`config.mk`:
```
export PLATFORM = sky130hd
export DESIGN_NAME = sap_program_loader_flat
export DESIGN_NICKNAME = d
export VERILOG_FILES = /design/src/rtl/sap_program_loader_if.sv /design/src/rtl/sap_program_loader.sv /design/src/flat_wrapper.sv
export SDC_FILE = /design/constraint.sdc
export NUM_CORES = 1
export LEC_CHECK = 0
export BUFFER_PORTS_ARGS = -buffer_cell sky130_fd_sc_hd__buf_2
export CORE_MARGIN = 2
export CORE_UTILIZATION = 25
export CTS_BUF_LIST = sky130_fd_sc_hd__clkbuf_8
export DETAILED_ROUTE_END_ITERATION = 10
export GPL_TIMING_DRIVEN = 0
export MAX_ROUTING_LAYER = met4
export SLEW_MARGIN = 20
export SYNTH_ARGS = -nofsm -noshare
export SYNTH_HDL_FRONTEND = slang
export SYNTH_SLANG_ARGS = --single-unit
```
`constraint.sdc`:
```
create_clock -name clk -period 4.55 [get_ports clk]
set_clock_uncertainty 0.05 [all_clocks]
set_input_delay 0.91 -clock clk [delete_from_list [all_inputs] [get_ports clk]]
set_output_delay 0.91 -clock clk [all_outputs]
set_load 0.03 [all_outputs]
```
`src/rtl/sap_program_loader_if.sv`:
```
// Byte-stream and RAM-write bus between the program source and the SAP-1 loader.
interface sap_program_loader_if #(
    parameter int unsigned ADDR_WIDTH = 4,
    parameter int unsigned DATA_WIDTH = 8
);
    logic                  byte_valid;
    logic [DATA_WIDTH-1:0] byte_data;
    logic                  byte_ready;
    logic                  mem_we;
    logic [ADDR_WIDTH-1:0] mem_addr;
    logic [DATA_WIDTH-1:0] mem_wdata;

    // Program source: drives the stream, observes ready and the RAM writes.
    modport master (
        output byte_valid, byte_data,
        input  byte_ready, mem_we, mem_addr, mem_wdata
    );

    // Loader: consumes the stream, drives the RAM write port.
    modport slave (
        input  byte_valid, byte_data,
        output byte_ready, mem_we, mem_addr, mem_wdata
    );
endinterface

```
`src/rtl/sap_program_loader.sv`:
```
// Streams a program into the SAP-1 16x8 RAM and holds the CPU in reset until loading is done.
module sap_program_loader #(
    parameter int unsigned ADDR_WIDTH  = 4,
    parameter int unsigned DATA_WIDTH  = 8,
    parameter int unsigned HOLD_CYCLES = 4
) (
    input  logic                  clk,
    input  logic                  reset,
    input  logic                  start,
    input  logic                  abort,
    input  logic [ADDR_WIDTH:0]   prog_len,
    sap_program_loader_if.slave   bus,
    output logic                  cpu_reset,
    output logic                  loading,
    output logic                  done
);
    localparam int unsigned CNT_W  = ADDR_WIDTH + 1;
    localparam int unsigned HOLD_W = 4;
    localparam logic [CNT_W-1:0]  DEPTH    = CNT_W'(1 << ADDR_WIDTH);
    localparam logic [HOLD_W-1:0] HOLD_END = HOLD_W'(HOLD_CYCLES - 1);

    typedef enum logic [1:0] {S_IDLE, S_LOAD, S_HOLD, S_RUN} state_e;

    state_e                state_q, state_d;
    logic [CNT_W-1:0]      count_q, count_d;
    logic [CNT_W-1:0]      len_q, len_d;
    logic [HOLD_W-1:0]     hold_q, hold_d;
    logic                  byte_ready_q, byte_ready_d;
    logic                  mem_we_q, mem_we_d;
    logic [ADDR_WIDTH-1:0] mem_addr_q, mem_addr_d;
    logic [DATA_WIDTH-1:0] mem_wdata_q, mem_wdata_d;
    logic                  cpu_reset_q, cpu_reset_d;
    logic                  loading_q, loading_d;
    logic                  done_q, done_d;

    logic                  accept_c;
    logic [CNT_W-1:0]      len_clamped_c;

    // A zero or oversized length means "fill the whole RAM".
    assign len_clamped_c = (prog_len == '0 || prog_len > DEPTH) ? DEPTH : prog_len;
    assign accept_c      = bus.byte_valid & byte_ready_q;

    // Next-state and next-output logic for the load sequence.
    always_comb begin
        state_d      = state_q;
        count_d      = count_q;
        len_d        = len_q;
        hold_d       = hold_q;
        byte_ready_d = byte_ready_q;
        mem_we_d     = 1'b0;
        mem_addr_d   = mem_addr_q;
        mem_wdata_d  = mem_wdata_q;
        cpu_reset_d  = cpu_reset_q;
        loading_d    = loading_q;
        done_d       = done_q;

        unique case (state_q)
            S_IDLE: begin
                cpu_reset_d = 1'b1;
                if (start) begin
                    len_d        = len_clamped_c;
                    count_d      = '0;
                    byte_ready_d = 1'b1;
                    loading_d    = 1'b1;
                    state_d      = S_LOAD;
                end
            end
            S_LOAD: begin
                // A byte accepted on the abort edge is still written.
                if (accept_c) begin
                    mem_we_d    = 1'b1;
                    mem_addr_d  = count_q[ADDR_WIDTH-1:0];
                    mem_wdata_d = bus.byte_data;
                    count_d     = count_q + CNT_W'(1);
                end
                if (abort) begin
                    byte_ready_d = 1'b0;
                    loading_d    = 1'b0;
                    state_d      = S_IDLE;
                end else if (accept_c && (count_q + CNT_W'(1)) == len_q) begin
                    byte_ready_d = 1'b0;
                    hold_d       = '0;
                    state_d      = S_HOLD;
                end
            end
            S_HOLD: begin
                cpu_reset_d = 1'b1;
                hold_d      = hold_q + HOLD_W'(1);
                if (hold_q == HOLD_END) begin
                    cpu_reset_d = 1'b0;
                    done_d      = 1'b1;
                    loading_d   = 1'b0;
                    state_d     = S_RUN;
                end
            end
            S_RUN: begin
                // Reload without a system reset: re-enter reset on the same edge.
                if (start) begin
                    len_d        = len_clamped_c;
                    count_d      = '0;
                    byte_ready_d = 1'b1;
                    loading_d    = 1'b1;
                    cpu_reset_d  = 1'b1;
                    done_d       = 1'b0;
                    state_d      = S_LOAD;
                end
            end
        endcase
    end

    // State and output registers with synchronous reset.
    always_ff @(posedge clk) begin
        if (reset) begin
            state_q      <= S_IDLE;
            count_q      <= '0;
            len_q        <= '0;
            hold_q       <= '0;
            byte_ready_q <= 1'b0;
            mem_we_q     <= 1'b0;
            mem_addr_q   <= '0;
            mem_wdata_q  <= '0;
            cpu_reset_q  <= 1'b1;
            loading_q    <= 1'b0;
            done_q       <= 1'b0;
        end else begin
            state_q      <= state_d;
            count_q      <= count_d;
            len_q        <= len_d;
            hold_q       <= hold_d;
            byte_ready_q <= byte_ready_d;
            mem_we_q     <= mem_we_d;
            mem_addr_q   <= mem_addr_d;
            mem_wdata_q  <= mem_wdata_d;
            cpu_reset_q  <= cpu_reset_d;
            loading_q    <= loading_d;
            done_q       <= done_d;
        end
    end

    assign bus.byte_ready = byte_ready_q;
    assign bus.mem_we     = mem_we_q;
    assign bus.mem_addr   = mem_addr_q;
    assign bus.mem_wdata  = mem_wdata_q;
    assign cpu_reset      = cpu_reset_q;
    assign loading        = loading_q;
    assign done           = done_q;
endmodule

```
`src/flat_wrapper.sv`:
```
// flat-port wrapper written by rule: the top's interface ports become plain ports
module sap_program_loader_flat 
#(
    parameter int unsigned ADDR_WIDTH  = 4,
    parameter int unsigned DATA_WIDTH  = 8,
    parameter int unsigned HOLD_CYCLES = 4
)
  (clk, reset, start, abort, prog_len, cpu_reset, loading, done, bus_byte_valid, bus_byte_data, bus_byte_ready, bus_mem_we, bus_mem_addr, bus_mem_wdata);
  sap_program_loader_if #(.ADDR_WIDTH(ADDR_WIDTH), .DATA_WIDTH(DATA_WIDTH)) bus_i ();
  input  logic clk;
  input  logic reset;
  input  logic start;
  input  logic abort;
  input  logic [ADDR_WIDTH:0] prog_len;
  output logic cpu_reset;
  output logic loading;
  output logic done;
  input wire logic [$bits(bus_i.byte_valid)-1:0] bus_byte_valid;
  input wire logic [$bits(bus_i.byte_data)-1:0] bus_byte_data;
  output wire logic [$bits(bus_i.byte_ready)-1:0] bus_byte_ready;
  output wire logic [$bits(bus_i.mem_we)-1:0] bus_mem_we;
  output wire logic [$bits(bus_i.mem_addr)-1:0] bus_mem_addr;
  output wire logic [$bits(bus_i.mem_wdata)-1:0] bus_mem_wdata;
  assign bus_i.byte_valid = bus_byte_valid;
  assign bus_i.byte_data = bus_byte_data;
  assign bus_byte_ready = bus_i.byte_ready;
  assign bus_mem_we = bus_i.mem_we;
  assign bus_mem_addr = bus_i.mem_addr;
  assign bus_mem_wdata = bus_i.mem_wdata;
  sap_program_loader #(.ADDR_WIDTH(ADDR_WIDTH), .DATA_WIDTH(DATA_WIDTH), .HOLD_CYCLES(HOLD_CYCLES)) u_core (.clk(clk), .reset(reset), .start(start), .abort(abort), .prog_len(prog_len), .bus(bus_i), .cpu_reset(cpu_reset), .loading(loading), .done(done));
endmodule
```
### Word level (Yosys, flattened, before mapping)

Index checks and enable logic that the tools add are counted.

| word-level totals | value |
|---|---|
| register bits after elaboration | 33 |
| latch bits | 0 |
| bits in writable memories | 0 |
| ROM bits | 0 |
| output and inout bits | 17 |
| logic and storage cells | 73 |
| memories kept | 0 |

| cells by class | value |
|---|---|
| $add $sub $neg | 2 |
| $mul | 0 |
| div/mod/pow operators | 0 |
| $lt $le $gt $ge | 1 |
| equality and inequality tests | 13 |
| shift-type cells | 0 |
| muxes and demuxes | 25 |
| bitwise operators | 2 |
| reduce and logical (&&, ||, !) cells | 19 |

Operators by type and width:

| operator | number |
|---|---|
| $reduce_and A3 Y1 | 6 |
| $mux W5 | 3 |
| $pmux W5 S2 | 1 |
| $mux W1 | 9 |
| $mux W2 | 4 |
| $mux W4 | 2 |
| $ne A2 B1 Y1 const B | 4 |
| $pmux W4 S2 | 1 |
| $ne A2 B2 Y1 const B | 3 |
| $pmux W1 S3 | 2 |
| $pmux W2 S3 | 1 |
| $reduce_and A2 Y1 | 3 |
| $reduce_bool A2 Y1 | 3 |
| $add A5 B1 Y5 const B | 1 |
| $eq A5 B5 Y1 | 1 |
| $gt A5 B5 Y1 const B | 1 |
| $logic_not A5 Y1 | 1 |
| $add A4 B1 Y4 const B | 1 |
| $eq A2 B2 Y1 const B | 2 |
| $eq A4 B2 Y1 const B | 1 |
| $pmux W1 S2 | 2 |
| $reduce_or A2 Y1 | 2 |
| $ne A3 B2 Y1 const B | 1 |
| $reduce_bool A3 Y1 | 1 |
| other kinds (6) | 6 |

### Longest topological paths before layout

| depth | value |
|---|---|
| depth after elaboration | 6 |
| mapped depth | 8 |
| gate-level depth less buffers | 7 |

### Worst setup path before layout

Ideal clock, no wire load.

| path | value |
|---|---|
| path type | in2reg |
| from | in prog_len[1] |
| to | reg u_core.len_q[0] |
| library setup time | 0.065 ns |
| data arrival time | 2.038 ns |
| data required time | 4.435 ns |
| path slack | 2.397 ns |
| cell stages on the path | 5 |
| buffers on the path | 0 |
| cells stage by stage | or4_1 > ha_1 > nor3b_1 > a21oi_1 > nor2_1 |

| on the way | value |
|---|---|
| word-level cells in the longest chain between the ends | 3 |
| elaborated cells between the ends (all ways) | 4 |

RTL lines:

| element | RTL line | RTL |
|---|---|---|
| start, declared | flat_wrapper.sv:14 | `input logic [ADDR_WIDTH:0] prog_len;` |
| $gt A5 B5 Y1 or $logic_not A5 Y1 (tied branches) | sap_program_loader.sv:40 | `assign len_clamped_c = (prog_len == '0 \|\| prog_len > DEPTH) ? DEPTH : prog_len;` |
| $logic_or A1 B1 Y1 * | sap_program_loader.sv:40 |  |
| $mux W5 * | sap_program_loader.sv:40 |  |
| end signal, assigned | sap_program_loader.sv:128 | `len_q <= len_d;` |
| end, declared | sap_program_loader.sv:26 | `logic [CNT_W-1:0] len_q, len_d;` |

Every way passes the cells marked *; elsewhere a longest branch is shown, timed or not.
A chain may end at the register's enable or synchronous reset.

### Worst setup path in the final report

| path | value |
|---|---|
| from | in bus_byte_valid |
| to | reg u_core.state_q[0] |

| on the way | value |
|---|---|
| word-level cells in the longest chain between the ends | 4 |

RTL lines:

| element | RTL line | RTL |
|---|---|---|
| start, declared | flat_wrapper.sv:18 | `input wire logic [$bits(bus_i.byte_valid)-1:0] bus_byte_valid;` |
| $and A1 B1 Y1 | sap_program_loader.sv:41 | `assign accept_c = bus.byte_valid & byte_ready_q;` |
| $logic_and A1 B1 Y1 | sap_program_loader.sv:80 | `end else if (accept_c && (count_q + CNT_W'(1)) == len_q) begin` |
| $ne A3 B2 Y1 (no source line) | n/a |  |
| $reduce_and A3 Y1 (no source line) | n/a |  |
| end signal, assigned | sap_program_loader.sv:126 | `state_q <= state_d;` |
| end, declared | sap_program_loader.sv:24 | `state_e state_q, state_d;` |

No other way between the ends.

==> impl_results.md <==
- Initial Util: 0.260
- Sequential power share: 0.389
- Unrepaired setup endpoints after global routing: no
- Pint: 0.559 mW
- CTS Root Cell: clkbuf_8
- Hold_buf cts: 0
- Netlist cell types: 42
- DRC: 0
- Die Ht: 85.2 um
- GR peak layer: met2
- Placed Cells: 314
- 1st-iter DRT viols: 102
- Post-synth EDFFs: 0
- Critical path data arrival time: 2.25 ns
- Met2 Usage GRT: 0.171
- Worst vdd ir: 0.183 mV
- Syn Std Cell Area: 0.00165 sq mm
- Max stage delay on crit path: 0.36 ns
- Global-route wire length before repair: 6630 um
- Sw Ratio: 0.390
- Die area: 0.00726 sq mm
- RePlAce Congestion: 0.831
- Post-route minimum period: 2.11 ns
- Clk_lat worst skew: 0.29 ns
- # IOs: 35
- Worst-path clk slew: 0.07 ns
- Hold slack: 0.401 ns
- Row count: 29
- Syn_nets: 228
- Post-layout nets: 269
- Worst slew pin tran: 0.511 ns
- Vias/cell: 4.77
- CP startpoint: bus_byte_valid
- R2r setup slk: 2.47 ns
- Synth warn: 0
- Clock sink count: 33
- FF-to-FF Start: u_core.count_q[0]
- Total wire length: 3810 um
- Worst Path Buf+Inv: 1
- Final Hold Fails: 0
- Vias after detailed routing: 1535
- # port buffers: 34
- Combinational share of power: 0.375
- Core Util, Final: 0.315
- TNS Setup: 0 ns
- Dpl cell area: 0.00192 sq mm
- Ant diodes: 0
- Cell family with the largest share of critical-path delay: simple AND/OR/NAND/NOR gates
- Chip Width: 85.2 um
- Crit end category: flip-flop
- Grt met1 use: 0.150
- Worst Hold Launch: u_core.bus.mem_wdata[5]
- Overall Global Routing Usage: 0.117
- Max_slew headroom: 0.659
- Htree depth: 2
- Wire length per cell: 11.8 um
- Clock Path Buffers: 2
- Pre-CTS setup slack: 2.15 ns
- Dpl hpwl: 2850 um
- Layout area overhead: 21.4%
- Grt ovf: 0
- TritonCTS clock tree: built
- Yosys reg bits: 33
- Core area: 0.00635 sq mm
- Fraction of layout cells with a size suffix above 1: 0.200
- Design Area, Final: 0.00200 sq mm
- Setup bufs post-CTS: 0
- PnR Total Power: 0.916 mW
- Met3 Use GR: 0.0331
- Hold crit path type: flip-flop to flip-flop
- Vias in the first global route: 1454
- Kind of critical path: input port to flip-flop
- Post-Syn Area per Cell: 8.12 sq um
- Syn Inst Count: 203
- Seq/Total Area, Yosys: 0.401
- Crit path required time: 4.68 ns
- Largest cells by area after synthesis: dfxtp_1, a21oi_1, nand2_1
- Async S/R FF share, synth: 0
- Fin. max-slew vios: 0
- Antenna Nets Post-Route: 0
- Fin crit share: 0.465
- CP cell instances: buf_2, nand2_1, nor3_2, a21boi_1, nor3_2, mux2_2
- Ys flop type: dfxtp_1
- Status: complete, no violations
- Initial antenna violation count: 0
- Post-cts repair resize count: 0
- Max-Cap Viols: 0
- Largest net degree at the start of global routing: 12
- Cell Count, Final, Fillers Out: 322
- Worst setup margin: 2.44 ns
- Critical-path top delay cell: mux2_2
- Synth top cells by count: nand2_1, dfxtp_1, a21oi_1
- Switch Pwr: 0.357 mW
- Crit path top cell by count: nor3_2
- Post-synth top area share: 0.401
- Detailed Routing Iterations Pass 1: 4
- Synth area leader: dfxtp_1
- TritonCTS Buffers: 5
- Setup-failing EPs final: 0
- Critical path startpoint category: input port
- Crit-path max FO: 4
- Pleak: 0.794 nW
- Most frequent cell after synthesis: nand2_1
- Fmax: 473 MHz
- Clock share of power: 0.235
- PwrDens: 458 mW/mm^2
- Fill cells: 668
[worst min-delay path, delay by kind of cell (launching register included)]
family	cells	cell delay (ns)
AOI/OAI and AO/OA	1	0.05
DFF	1	0.31
and+or+nand+nor	1	0.05
[power groups by stage]
| stage | Sequential, mW | Combinational (mW) | Clock [mW] |
|---|---|---|---|
| after floorplan | 0.381 | 0.236 | 0 |
| after global placement | 0.363 | 0.337 | 0 |
| after detailed placement | 0.364 | 0.341 | 0 |
| after CTS | 0.357 | 0.344 | 0.225 |
| after global routing | 0.362 | 0.392 | 0.240 |
| final | 0.357 | 0.344 | 0.216 |
[cell usage in the layout (no fill, tap or decap), types with 3 or more instances in the layout]
master	n
and2_1	3
clkbuf_8	5
and3_1	3
inv_1	8
xnor2_1	3
nor3b_1	6
o21a_1	3
clkbuf_1	5
nor3_1	4
a21oi_1	27
nor2_1	16
nand2_1	35
o32ai_1	3
ha_1	7
o211ai_1	3
o21ai_0	5
dfxtp_1	33
buf_2	35
nand3_1	6
[layer usage]
layer | share of wire | routed length (um)
met1 | 0.50 | 1910
met2 | 0.43 | 1620
met3 | 0.052 | 199
met4 | 0.020 | 76
met5 | 0 | 0
[path summary, 6_finish.rpt]
| check | cells after the start | to |
|---|---|---|
| max | 6 | u_core.state_q[0] |
| min | 2 | u_core.bus.mem_wdata[5] |
| max reg2reg | 6 | u_core.state_q[0] |
| min reg2reg | 2 | u_core.bus.mem_wdata[5] |
[flip-flops by register name, summed over array words and instances (netlist names)]
signal	count
u_core.cpu_reset	1
u_core.loading	1
u_core.bus.mem_wdata	8
u_core.bus.mem_we	1
u_core.done	1
u_core.hold_q	4
u_core.len_q	5
u_core.bus.mem_addr	4
u_core.count_q	5
u_core.state_q	2
u_core.bus.byte_ready	1
[logic make-up after synthesis]
| group | share of synthesized area |
|---|---|
| buf+inv | 0.0349 |
| mux | 0.0129 |
| simple gates | 0.268 |
| fa+ha+maj | 0.0531 |
| xor+xnor | 0.0364 |
| flops | 0.401 |
| compound gates | 0.194 |
[area by class of cell]
| cell class | instances | area (sq um) | share of cell area |
|---|---|---|---|
| buffer | 7 | 27.5 | 0.0137 |
| clock inverter | 3 | 17.5 | 0.00875 |
| clock buffer | 5 | 68.8 | 0.0344 |
| timing repair buffer | 34 | 170 | 0.0850 |
| tap | 77 | 96.3 | 0.0481 |
| sequential | 33 | 661 | 0.330 |
| inverter | 8 | 30.0 | 0.0150 |
| multi-input combinational | 155 | 931 | 0.465 |
Power figures use the tool's default switching activity.
